==> src/rtl/gpr_pkg.sv <==
// Shared definitions for the GPR read port: register-file geometry, the
// architectural zero register index and the skid-buffer occupancy encoding.
package gpr_pkg;

  localparam int DATA_W   = 32;
  localparam int ADDR_W   = 5;
  localparam int NUM_REGS = 32;

  localparam logic [4:0] REG_ZERO = 5'd0;

  // Occupancy of the output skid buffer (number of buffered operand pairs).
  typedef enum logic [1:0] {
    SKID_EMPTY = 2'd0,
    SKID_ONE   = 2'd1,
    SKID_TWO   = 2'd2
  } skid_state_e;

endpackage

==> src/rtl/gpr_read_port_skid_buf.sv <==
// Two-entry valid/ready skid buffer carrying the registered operand pair.
// Ports:
//   clk, rst         clock and synchronous active-high reset
//   in_valid         a pair is pushed this cycle (already qualified by full)
//   in_data          pair being pushed
//   full             both entries occupied; upstream must not push
//   out_valid        head entry holds a pair
//   out_ready        consumer accepts the head this cycle
//   out_data         head pair (zero while empty)
module gpr_read_port_skid_buf #(
  parameter int PAYLOAD_W = 64
) (
  input  logic                 clk,
  input  logic                 rst,
  input  logic                 in_valid,
  input  logic [PAYLOAD_W-1:0] in_data,
  output logic                 full,
  output logic                 out_valid,
  input  logic                 out_ready,
  output logic [PAYLOAD_W-1:0] out_data
);
  import gpr_pkg::*;

  skid_state_e          state_q, state_d;
  logic [PAYLOAD_W-1:0] head_q, head_d;
  logic [PAYLOAD_W-1:0] tail_q, tail_d;
  logic                 take;

  assign out_valid = (state_q != SKID_EMPTY);
  assign full      = (state_q == SKID_TWO);
  assign take      = out_valid & out_ready;
  // Idle outputs read as zero so the port is quiet after reset.
  assign out_data  = out_valid ? head_q : '0;

  always_comb begin
    state_d = state_q;
    head_d  = head_q;
    tail_d  = tail_q;
    unique case (state_q)
      SKID_EMPTY: begin
        if (in_valid) begin
          head_d  = in_data;
          state_d = SKID_ONE;
        end
      end
      SKID_ONE: begin
        if (in_valid && !take) begin
          tail_d  = in_data;
          state_d = SKID_TWO;
        end else if (!in_valid && take) begin
          state_d = SKID_EMPTY;
        end else if (in_valid && take) begin
          head_d  = in_data;
        end
      end
      SKID_TWO: begin
        // Pushes are blocked while full, so only a drain can happen here.
        if (take) begin
          head_d  = tail_q;
          state_d = SKID_ONE;
        end
      end
      default: state_d = SKID_EMPTY;
    endcase
  end

  always_ff @(posedge clk) begin
    if (rst) begin
      state_q <= SKID_EMPTY;
    end else begin
      state_q <= state_d;
    end
    head_q <= head_d;
    tail_q <= tail_d;
  end

endmodule

==> src/rtl/gpr_read_port.sv <==
// Read side of the general-purpose register file. Mirrors the GPR write port
// into a local array, keeps a busy scoreboard of claimed destinations, stalls
// reads of busy sources and returns registered operand pairs through a
// two-entry skid buffer.
// Ports:
//   clk, rst                          clock, synchronous active-high reset
//   reg_write_en/dest/data            snooped GPR write port
//   mark_en/mark_dest                 issue stage claims a destination
//   req_valid/req_ready               read request handshake
//   req_addr_1/req_addr_2             source indices
//   rsp_valid/rsp_ready               operand pair handshake
//   reg_read_data_1/reg_read_data_2   operand values
module gpr_read_port #(
  parameter int DATA_W = gpr_pkg::DATA_W,
  parameter int ADDR_W = gpr_pkg::ADDR_W
) (
  input  logic              clk,
  input  logic              rst,
  input  logic              reg_write_en,
  input  logic [ADDR_W-1:0] reg_write_dest,
  input  logic [DATA_W-1:0] reg_write_data,
  input  logic              mark_en,
  input  logic [ADDR_W-1:0] mark_dest,
  input  logic              req_valid,
  output logic              req_ready,
  input  logic [ADDR_W-1:0] req_addr_1,
  input  logic [ADDR_W-1:0] req_addr_2,
  output logic              rsp_valid,
  input  logic              rsp_ready,
  output logic [DATA_W-1:0] reg_read_data_1,
  output logic [DATA_W-1:0] reg_read_data_2
);
  import gpr_pkg::*;

  localparam int DEPTH = 2 ** ADDR_W;
  localparam logic [ADDR_W-1:0] ZERO_IDX = ADDR_W'(REG_ZERO);

  logic [DATA_W-1:0] mem_q [DEPTH];
  logic [DEPTH-1:0]  busy_q, busy_d;
  logic              wr_en;
  logic              wr_hit_1, wr_hit_2;
  logic              hz;
  logic              skid_full;
  logic              accept;
  logic [DATA_W-1:0] rd_data_1, rd_data_2;

  function automatic logic [DATA_W-1:0] read_src(
    input logic [ADDR_W-1:0] addr,
    input logic              hit,
    input logic [DATA_W-1:0] arr_val
  );
    if (addr == ZERO_IDX) return '0;
    else if (hit)         return reg_write_data;
    else                  return arr_val;
  endfunction

  assign wr_en    = reg_write_en && (reg_write_dest != ZERO_IDX);
  assign wr_hit_1 = wr_en && (reg_write_dest == req_addr_1);
  assign wr_hit_2 = wr_en && (reg_write_dest == req_addr_2);

  // A write landing this cycle resolves the hazard because it is bypassed.
  assign hz        = (busy_q[req_addr_1] & ~wr_hit_1) | (busy_q[req_addr_2] & ~wr_hit_2);
  assign req_ready = ~rst & ~hz & ~skid_full;
  assign accept    = req_valid & req_ready;

  assign rd_data_1 = read_src(req_addr_1, wr_hit_1, mem_q[req_addr_1]);
  assign rd_data_2 = read_src(req_addr_2, wr_hit_2, mem_q[req_addr_2]);

  always_comb begin
    busy_d = busy_q;
    if (wr_en) busy_d[reg_write_dest] = 1'b0;
    // Applied after the clear so a same-cycle claim of the index survives.
    if (mark_en && (mark_dest != ZERO_IDX)) busy_d[mark_dest] = 1'b1;
    busy_d[0] = 1'b0;
  end

  always_ff @(posedge clk) begin
    if (rst) begin
      busy_q <= '0;
    end else begin
      busy_q <= busy_d;
    end
  end

  // Mirror array: contents survive reset; index 0 is never written.
  always_ff @(posedge clk) begin
    if (wr_en) mem_q[reg_write_dest] <= reg_write_data;
  end

  gpr_read_port_skid_buf #(
    .PAYLOAD_W(2 * DATA_W)
  ) u_skid (
    .clk      (clk),
    .rst      (rst),
    .in_valid (accept),
    .in_data  ({rd_data_1, rd_data_2}),
    .full     (skid_full),
    .out_valid(rsp_valid),
    .out_ready(rsp_ready),
    .out_data ({reg_read_data_1, reg_read_data_2})
  );

endmodule

==> config.mk <==
export PLATFORM = sky130hd
export DESIGN_NAME = gpr_read_port
export DESIGN_NICKNAME = d
export VERILOG_FILES = /design/src/rtl/gpr_pkg.sv /design/src/rtl/gpr_read_port_skid_buf.sv /design/src/rtl/gpr_read_port.sv
export SDC_FILE = /design/constraint.sdc
export NUM_CORES = 2
export LEC_CHECK = 0
export BUFFER_PORTS_ARGS = -buffer_cell sky130_fd_sc_hd__buf_2
export CAP_MARGIN = 10
export CORE_MARGIN = 1
export CORE_UTILIZATION = 63
export CTS_CLUSTER_SIZE = 25
export DETAILED_ROUTE_END_ITERATION = 8
export GPL_TIMING_DRIVEN = 0
export PLACE_DENSITY = 0.79
export REMOVE_ABC_BUFFERS = 1
export SLEW_MARGIN = 20
export SYNTH_ARGS = -nofsm -noshare
export SYNTH_HDL_FRONTEND = slang
export SYNTH_SLANG_ARGS = --single-unit
==> constraint.sdc <==
create_clock -name clk -period 8.4 [get_ports clk]
set_input_delay 0 -clock clk [delete_from_list [all_inputs] [get_ports clk]]
set_output_delay 0 -clock clk [all_outputs]
set_load 0.03 [all_outputs]
# --- After elaboration in Yosys (flattened, before gate mapping) ---
# Memories as Yosys holds them, arrays and structs flattened.
# Index checks and enable logic that the tools add are counted.
totals:
  reg_bits: 162
  ramBits: 1024
  input_bits: 58
  out_inout_bits: 66
  word_cells: 86
  n_memories: 1
mem_list:
  columns: ["memory", "depth", "word_bits", "read_ports", "rd_ports_with_merged_regs", "wr", "line_no", "text"]
  rows:
  - ["mem_q", 32, 32, 2, 0, 1, "gpr_read_port.sv:38", "logic [DATA_W-1:0] mem_q [DEPTH];"]
classes:
  magnitude_cmp: 6
  eq_ne: 10
  muxes: 28
  bitwise: 15
  reduce_logical: 21
ops:
  columns: ["cell", "n"]
  rows:
  - ["two-way mux 64 bit", 6]
  - ["two-way mux 32 bit", 6]
  - ["case mux 64 bit (3 select lines)", 1]
  - ["AND 32 bit", 1]
  - ["inverter 32 bit", 1]
  - ["OR 32 bit", 1]
  - ["less-than comparator 5 x 6 -> 1 bit, second input constant", 4]
  - ["binary-select mux 1 bit (select 5 bit)", 2]
  - ["demux 1 bit (select 5 bit)", 2]
  - ["== test 5 bit", 2]
  - ["greater-or-equal comparator 5 x 1 -> 1 bit, second input constant", 2]
  - ["logical NOT 5 bit", 2]
  - ["nonzero test 5 bit", 2]
  - ["logical AND 1 bit", 9]
  - ["two-way mux 2 bit", 4]
  - ["AND 1 bit", 6]
  - ["two-way mux 1 bit", 6]
  - ["inequality test 2 x 1 -> 1 bit, second input constant", 3]
  - ["case mux 2 bit (3 select lines)", 1]
  - ["AND reduction 6 bit", 1]
  - ["inverter 1 bit", 5]
  - ["inequality test 2 bit, second input constant", 2]
  - ["inequality test 3 x 1 -> 1 bit, second input constant", 1]
  - ["AND reduction 3 bit", 1]
  - ["8 further kinds", 9]

# --- Longest topological paths before layout ---
logic_depth:
  depth_word: 15
  mapped_depth: 12
  depth_no_buf: 7

# --- Cells and area by module ---
# A second synthesis with hierarchy kept.
unflattened:
  hier_cells: 2983
  hier_area_um2: 54611.1
by_module_without_submodules:
  columns: ["mod", "instances", "cells_each", "area_each_um2", "seq_area_each_um2"]
  rows:
  - ["gpr_read_port", 1, 2562, 49384.9, 31370.1]
  - ["gpr_read_port_skid_buf", 1, 421, 5226.3, 3883.7]

# --- Worst setup path after synthesis ---
# OpenSTA, ideal clock, no wires.
synth_timing:
  kind: "register -> register"
  start: "register busy_q[15]"
  end: "register u_skid.head_q[0], enable pin"
  setup_time_ns: 0.581
  arrival_time_ns: 6.199
  required_time_ns: 7.819
  slack_ns: 1.620
  path_stages_with_launch: 7
  path_buffers: 0
  synth_period_minus_slack_ns: 6.780
  cell_sequence: "dfxtp_1 > mux4_4 > o22ai_1 > nor4_1 > o22ai_1 > nand4_1 > o31ai_1"
synth_between:
  elab_chain_len: 12
  word_cells_on_any_way: 20
  cone_classes: "eq/ne (4); mux (4); bitwise (7); reduce/logical (5)"
synth_rtl:
  columns: ["element", "line_no", "text"]
  rows:
  - ["start, declared", "gpr_read_port.sv:39", "logic [DEPTH-1:0] busy_q, busy_d;"]
  - ["start signal, assigned", "gpr_read_port.sv:81", "busy_q <= busy_d;"]
  - ["binary-select mux 1 bit (select 5 bit)", "gpr_read_port.sv:62", "assign hz = (busy_q[req_addr_1] & ~wr_hit_1) | (busy_q[req_addr_2] & ~wr_hit_2);"]
  - ["two-way mux 1 bit (implied by the code)", "gpr_read_port.sv:62", null]
  - ["AND 1 bit", "gpr_read_port.sv:62", null]
  - ["OR 1 bit *", "gpr_read_port.sv:62", null]
  - ["inverter 1 bit *", "gpr_read_port.sv:63", "assign req_ready = ~rst & ~hz & ~skid_full;"]
  - ["AND 1 bit * (2 in a row)", "gpr_read_port.sv:63", null]
  - ["AND 1 bit *", "gpr_read_port.sv:64", "assign accept = req_valid & req_ready;"]
  - ["logical NOT 1 bit", "gpr_read_port_skid_buf.sv:50", "end else if (!in_valid && take) begin"]
  - ["logical AND 1 bit", "gpr_read_port_skid_buf.sv:50", null]
  - ["inequality test 2 bit (no line)", null, null]
  - ["AND reduction 6 bit (no line) *", null, null]
  - ["end signal, assigned", "gpr_read_port_skid_buf.sv:73", "head_q <= head_d;"]
  - ["end, declared", "gpr_read_port_skid_buf.sv:25", "logic [PAYLOAD_W-1:0] head_q, head_d;"]
# Every way passes the cells marked *; elsewhere a longest branch is shown, timed or not. The select of a mux whose other input is x is not followed.
# A chain may end at the register's enable or synchronous reset.

# --- Worst setup path in the final report ---
layout_timing:
  start: "input port req_addr_1[0]"
  end: "register u_skid.tail_q[46], enable pin"
layout_between:
  elab_chain_len: 11
  word_cells_on_any_way: 13
  cone_classes: "eq/ne (1); mux (2); bitwise (7); reduce/logical (3)"
layout_rtl:
  columns: ["element", "line_no", "text"]
  rows:
  - ["start, declared", "gpr_read_port.sv:26", "input logic [ADDR_W-1:0] req_addr_1,"]
  - ["branches (longest 3 deep; another with binary-select mux 1 bit (select 5 bit))", null, null]
  - ["AND 1 bit *", "gpr_read_port.sv:62", null]
  - ["OR 1 bit *", "gpr_read_port.sv:62", null]
  - ["inverter 1 bit *", "gpr_read_port.sv:63", null]
  - ["AND 1 bit * (2 in a row)", "gpr_read_port.sv:63", null]
  - ["AND 1 bit *", "gpr_read_port.sv:64", null]
  - ["logical AND 1 bit *", "gpr_read_port_skid_buf.sv:47", "if (in_valid && !take) begin"]
  - ["AND reduction 2 bit (no line) *", null, null]
  - ["end signal, assigned", "gpr_read_port_skid_buf.sv:74", "tail_q <= tail_d;"]
  - ["end, declared", "gpr_read_port_skid_buf.sv:26", "logic [PAYLOAD_W-1:0] tail_q, tail_d;"]
# Every way passes the cells marked *. The select of a mux whose other input is x is not followed.

==> impl_metrics.py <==
metrics = {
    "outcome": {
        "run_status": "finished, final reports clean",
    },
    "synth": {
        "synth_xor_xnor_area_share_pct": 0.157,
        "synth_simple_gate_area_share_pct": 3.36,
        "synth_adder_area_share_pct": 0,
        "yosys.cell_types.count": 59,
        "yosys-top-cells-area": "edfxtp_1, mux4_2, mux2i_1",
        "synth-async-reset-ratio_pct": 0,
        "synth-seq-area-share_pct": 63.1,
        "synthesis.area_per_instance_um2": 17.1,
        "dominantRegCellSynth": "edfxtp_1",
        "yosys_warnings": 0,
        "synth_edf_count": 1152,
        "synth_top_family_by_area": "multiplexers",
        "synth.mux.area_fraction_pct": 22.7,
        "synth_area_um2": 55900,
        "netlist_instances": 3276,
        "flop_and_latch_count_out_of_synthesis": 1185,
        "synth_compound_area_share_pct": 7.99,
        "netlist.area_leader.share_pct": 61.9,
        "synth_top_area_cell": "edfxtp_1",
    },
    "cells_and_area": {
        "mostFrequentLayoutCell": "edfxtp_1",
        "ff_latch_area_um2": 35300,
        "antennaDiodeCount": 0,
        "final_nets": 3531,
        "footprint_of_the_multi_input_gates_um2": 19600,
        "post_route_cells_drive_above_1_share_pct": 24.7,
        "area_growth_pct": 15.8,
        "final.fill_count": 4868,
        "most_used_cells_in_the_layout_excluding_fill_and_tap_cells": "edfxtp_1, mux2i_1, mux4_2",
    },
    "setup_path": {
        "reg2reg_from": "busy_q[21]$_SDFF_PP0_",
        "worst_r2r_path_depth": 9,
        "cpPeakStageDelay_ns": 0.65,
        "crit_buf_inv": 6,
        "regToRegEndpoint": "u_skid.tail_q[46]$_DFFE_PP_",
        "path_common_cell": "buf_4",
        "crit_family": "buffers and inverters",
        "setup.worst_path.end_class": "flop",
        "worst-endpoint-arrival_ns": 4.96,
        "setup.reg_to_reg.worst_slack_ns": 4.44,
        "worst_setup_path_class": "in2reg",
        "path_max_fanout": 68,
        "timing.critical_path.slowest_stage_cell": "mux4_1",
        "data_required_time_of_the_worst_path_ns": 8.78,
        "path_cells": "buf_8 -> buf_16 -> buf_16 -> mux4_1 -> nand3b_1 -> a41oi_1 -> o22ai_1 -> nand4_1 -> nor3b_2 -> buf_4 -> buf_4 -> buf_4",
        "start_kind": "input port",
    },
    "global_routing": {
        "initial_antenna_violation_count": 2,
        "gr-total-overflow": 0,
        "global_route.usage.total_pct": 37.4,
        "vias_in_the_first_global_route": 37600,
        "grt_pass1_wl_mm": 243,
        "grt_max_degree": 69,
    },
    "floorplan": {
        "floorplan.die.height_um": 300,
        "floorplan.io_pins": 124,
        "die_x_um": 300,
        "placement_rows": 108,
        "core_region_area_um2": 87300,
        "die-area_um2": 89900,
        "initial_cell_density_of_the_core_pct": 64.0,
    },
    "route": {
        "drt_iter0_drc": 5486,
        "detailedRoute.firstPassIterationCount": 6,
        "detail_route.wirelength_mm": 167,
        "drc": 0,
        "via_count": 36200,
        "post_drt_wl_per_cell_um": 35.3,
        "antenna_violating_nets_post_route": 0,
        "via_per_inst": 7.65,
    },
    "power_and_ir_drop": {
        "pwr-share-clk_pct": 40.5,
        "powerDensity_nw_per_um2": 206,
        "power.internal_uw": 10300,
        "seq_power_share_pct": 49.8,
        "worst_ir_drop_vdd_v": 0.000189,
        "leakage_uw": 0.0218,
        "totalPowerFinal_uw": 13300,
        "p_sw_share_pct": 22.9,
        "combPwrFrac_pct": 9.7,
        "power_switching_uw": 3060,
    },
    "min_path": {
        "worst_hold_path.num_cells": 4,
        "worst_hold_path.endpoint": "u_skid.tail_q[6]$_DFFE_PP_",
        "min-delay-path-class": "in2reg",
        "hold_path_startpoint": "req_addr_2[2]",
    },
    "timing": {
        "grt_setup_unrepaired": "no",
        "clock.fmax_mhz": 218,
        "final_period_util_pct": 54.5,
        "worst_slew_pin_slew_ns": 1.07,
        "post-route-min-period_ns": 4.58,
        "final-hold-violation-count": 0,
        "timing.final.setup_violations": 0,
        "finalClockSkew_ns": 0.0282,
        "final_max_slew_viol_count": 0,
        "setup_total_negative_slack_ns": 0,
        "slew_headroom_pct": 28.4,
        "fin_hold_ws_ns": 0.116,
    },
    "placement": {
        "hpwl_after_detailed_placement_mm": 102,
        "gp_routability_congestion": 0.798,
        "port_buffers": 123,
    },
    "clocking": {
        "cts-buffers-inserted": 117,
        "clock-root-buffer": "clkbuf_16",
        "insertion_delay_ns": 0.70,
        "ctsLongestPathBuffers": 3,
        "htree_num_levels": 3,
        "tritoncts": "done",
        "tritoncts_num_sinks": 1185,
        "worst_setup_hold_path_clk_slew_ns": 0.06,
    },
    "flow_run": {
        "drv_cap": 0,
    },
}
[cells in the mapped netlist, types with 2 or more instances]
library cell and instances:
nand3_1 26, dlygate4sd1_1 2, nand4_1 2, mux4_2 323
a22oi_1 100, xor2_1 3, buf_2 58, nor3b_1 8
buf_12 2, nand3b_1 9, dfxtp_1 33, mux4_1 24
xnor2_1 7, and3b_1 5, and2_1 82, o21ai_0 102
nor2b_1 5, inv_1 2, o211ai_1 88, o21bai_1 7
edfxtp_1 1152, o211ai_2 10, buf_1 22, nor3_1 4
a21oi_1 52, mux4_4 5, and3_1 3, o22ai_1 2
clkbuf_1 116, mux2i_1 410, nand2_1 99, or3_1 2
mux2_2 48, nor2_1 141, buf_4 43, a221oi_1 200
a22o_1 24, buf_6 23, or3b_2 2, dlygate4sd3_1 4
a31oi_1 8
[cell families after synthesis]
| logic type | Yosys count |
|---|---|
| other | 1 |
| xor gates and xnor gates | 10 |
| AOI/OAI and AO/OA | 601 |
| DFF | 1185 |
| and+or+nand+nor | 394 |
| muxes | 810 |
| buffers and inverters | 275 |
[metal layers]
metal  vias to the layer above  track usage (%)  share of wire, %
met1                     18200             49.4                34
li1                      14200                -                 -
met3                       732             9.67                14
met5                         -                0            0.0060
met4                         2             20.4               6.0
met2                      3122             57.6                46
[registers in the layout, indices dropped and copies added, names as in the netlist]
| name | cells |
|---|---|
| u_skid.head_q | 64 |
| busy_q | 31 |
| mem_q | 1024 |
| u_skid.tail_q | 64 |
| u_skid.state_q | 2 |
[worst max path at each step]
stage | slack [ns] | start | cells after the start | endpoint
global placement | -13.25 | req_addr_2[0] | 7 | u_skid.tail_q[53]$_DFFE_PP_
detailed placement | 3.37 | req_addr_2[0] | 13 | u_skid.tail_q[53]$_DFFE_PP_
CTS | 4.05 | req_addr_2[0] | 13 | u_skid.tail_q[14]$_DFFE_PP_
finish | 3.82 | req_addr_1[0] | 12 | u_skid.tail_q[46]$_DFFE_PP_
global route | 3.78 | req_addr_1[0] | 12 | u_skid.tail_q[46]$_DFFE_PP_
floorplan | 1.44 | u_skid.state_q[1]$_SDFFE_PP0P_ | 4 | u_skid.head_q[0]$_DFFE_PP_
[worst reg2reg max path, cell delays in order, from the launching register on]
cell and delay (ns):
dfxtp_1 0.34, mux4_1 0.54, nand3b_1 0.12, a41oi_1 0.40
o22ai_1 0.44, nand4_1 0.35, nor3b_2 0.62, buf_4 0.35
buf_4 0.26, buf_4 0.23
[power groups by stage]
| stage | logic (uW) | registers [uW] | clock network (uW) |
|---|---|---|---|
| after floorplan | 632 | 6760 | 0 |
| after detailed placement | 1230 | 6770 | 0 |
| after global routing | 1340 | 6650 | 5610 |
| final | 1290 | 6650 | 5400 |
| after global placement | 1290 | 6770 | 0 |
| after CTS | 1260 | 6640 | 5400 |
[metrics by stage]
stage	instances	area (um^2)	util (%)	setup WS [ns]
2_1_floorplan	3035	54500	-	1.44
3_5_place_dp	4454	60200	69.0	3.37
3_3_place_gp	4313	56600	64.8	-13.25
4_1_cts	4729	64700	74.1	4.05
6_report	4731	64700	74.1	3.82
5_1_grt	4731	64700	74.1	3.78
[final cells by class]
cell class / count / area share, %
Timing Repair Buffer: 319 / 6.92
Tap cell: 1155 / 2.23
Multi-Input combinational cell: 1847 / 30.2
Sequential cell: 1185 / 54.5
Inverter: 3 / 0.0251
Clock inverter: 75 / 1.25
Clock buffer: 147 / 4.83
[repair_timing]
| item | 4_1_cts | 5_1_grt |
|---|---|---|
| endpoints found under the hold margin | 1100 | 0 |
| buffers inserted | 0 | 0 |
| hold buffers | 53 | 0 |
| gates resized for setup | 0 | 0 |
Power figures use the tool's default switching activity.
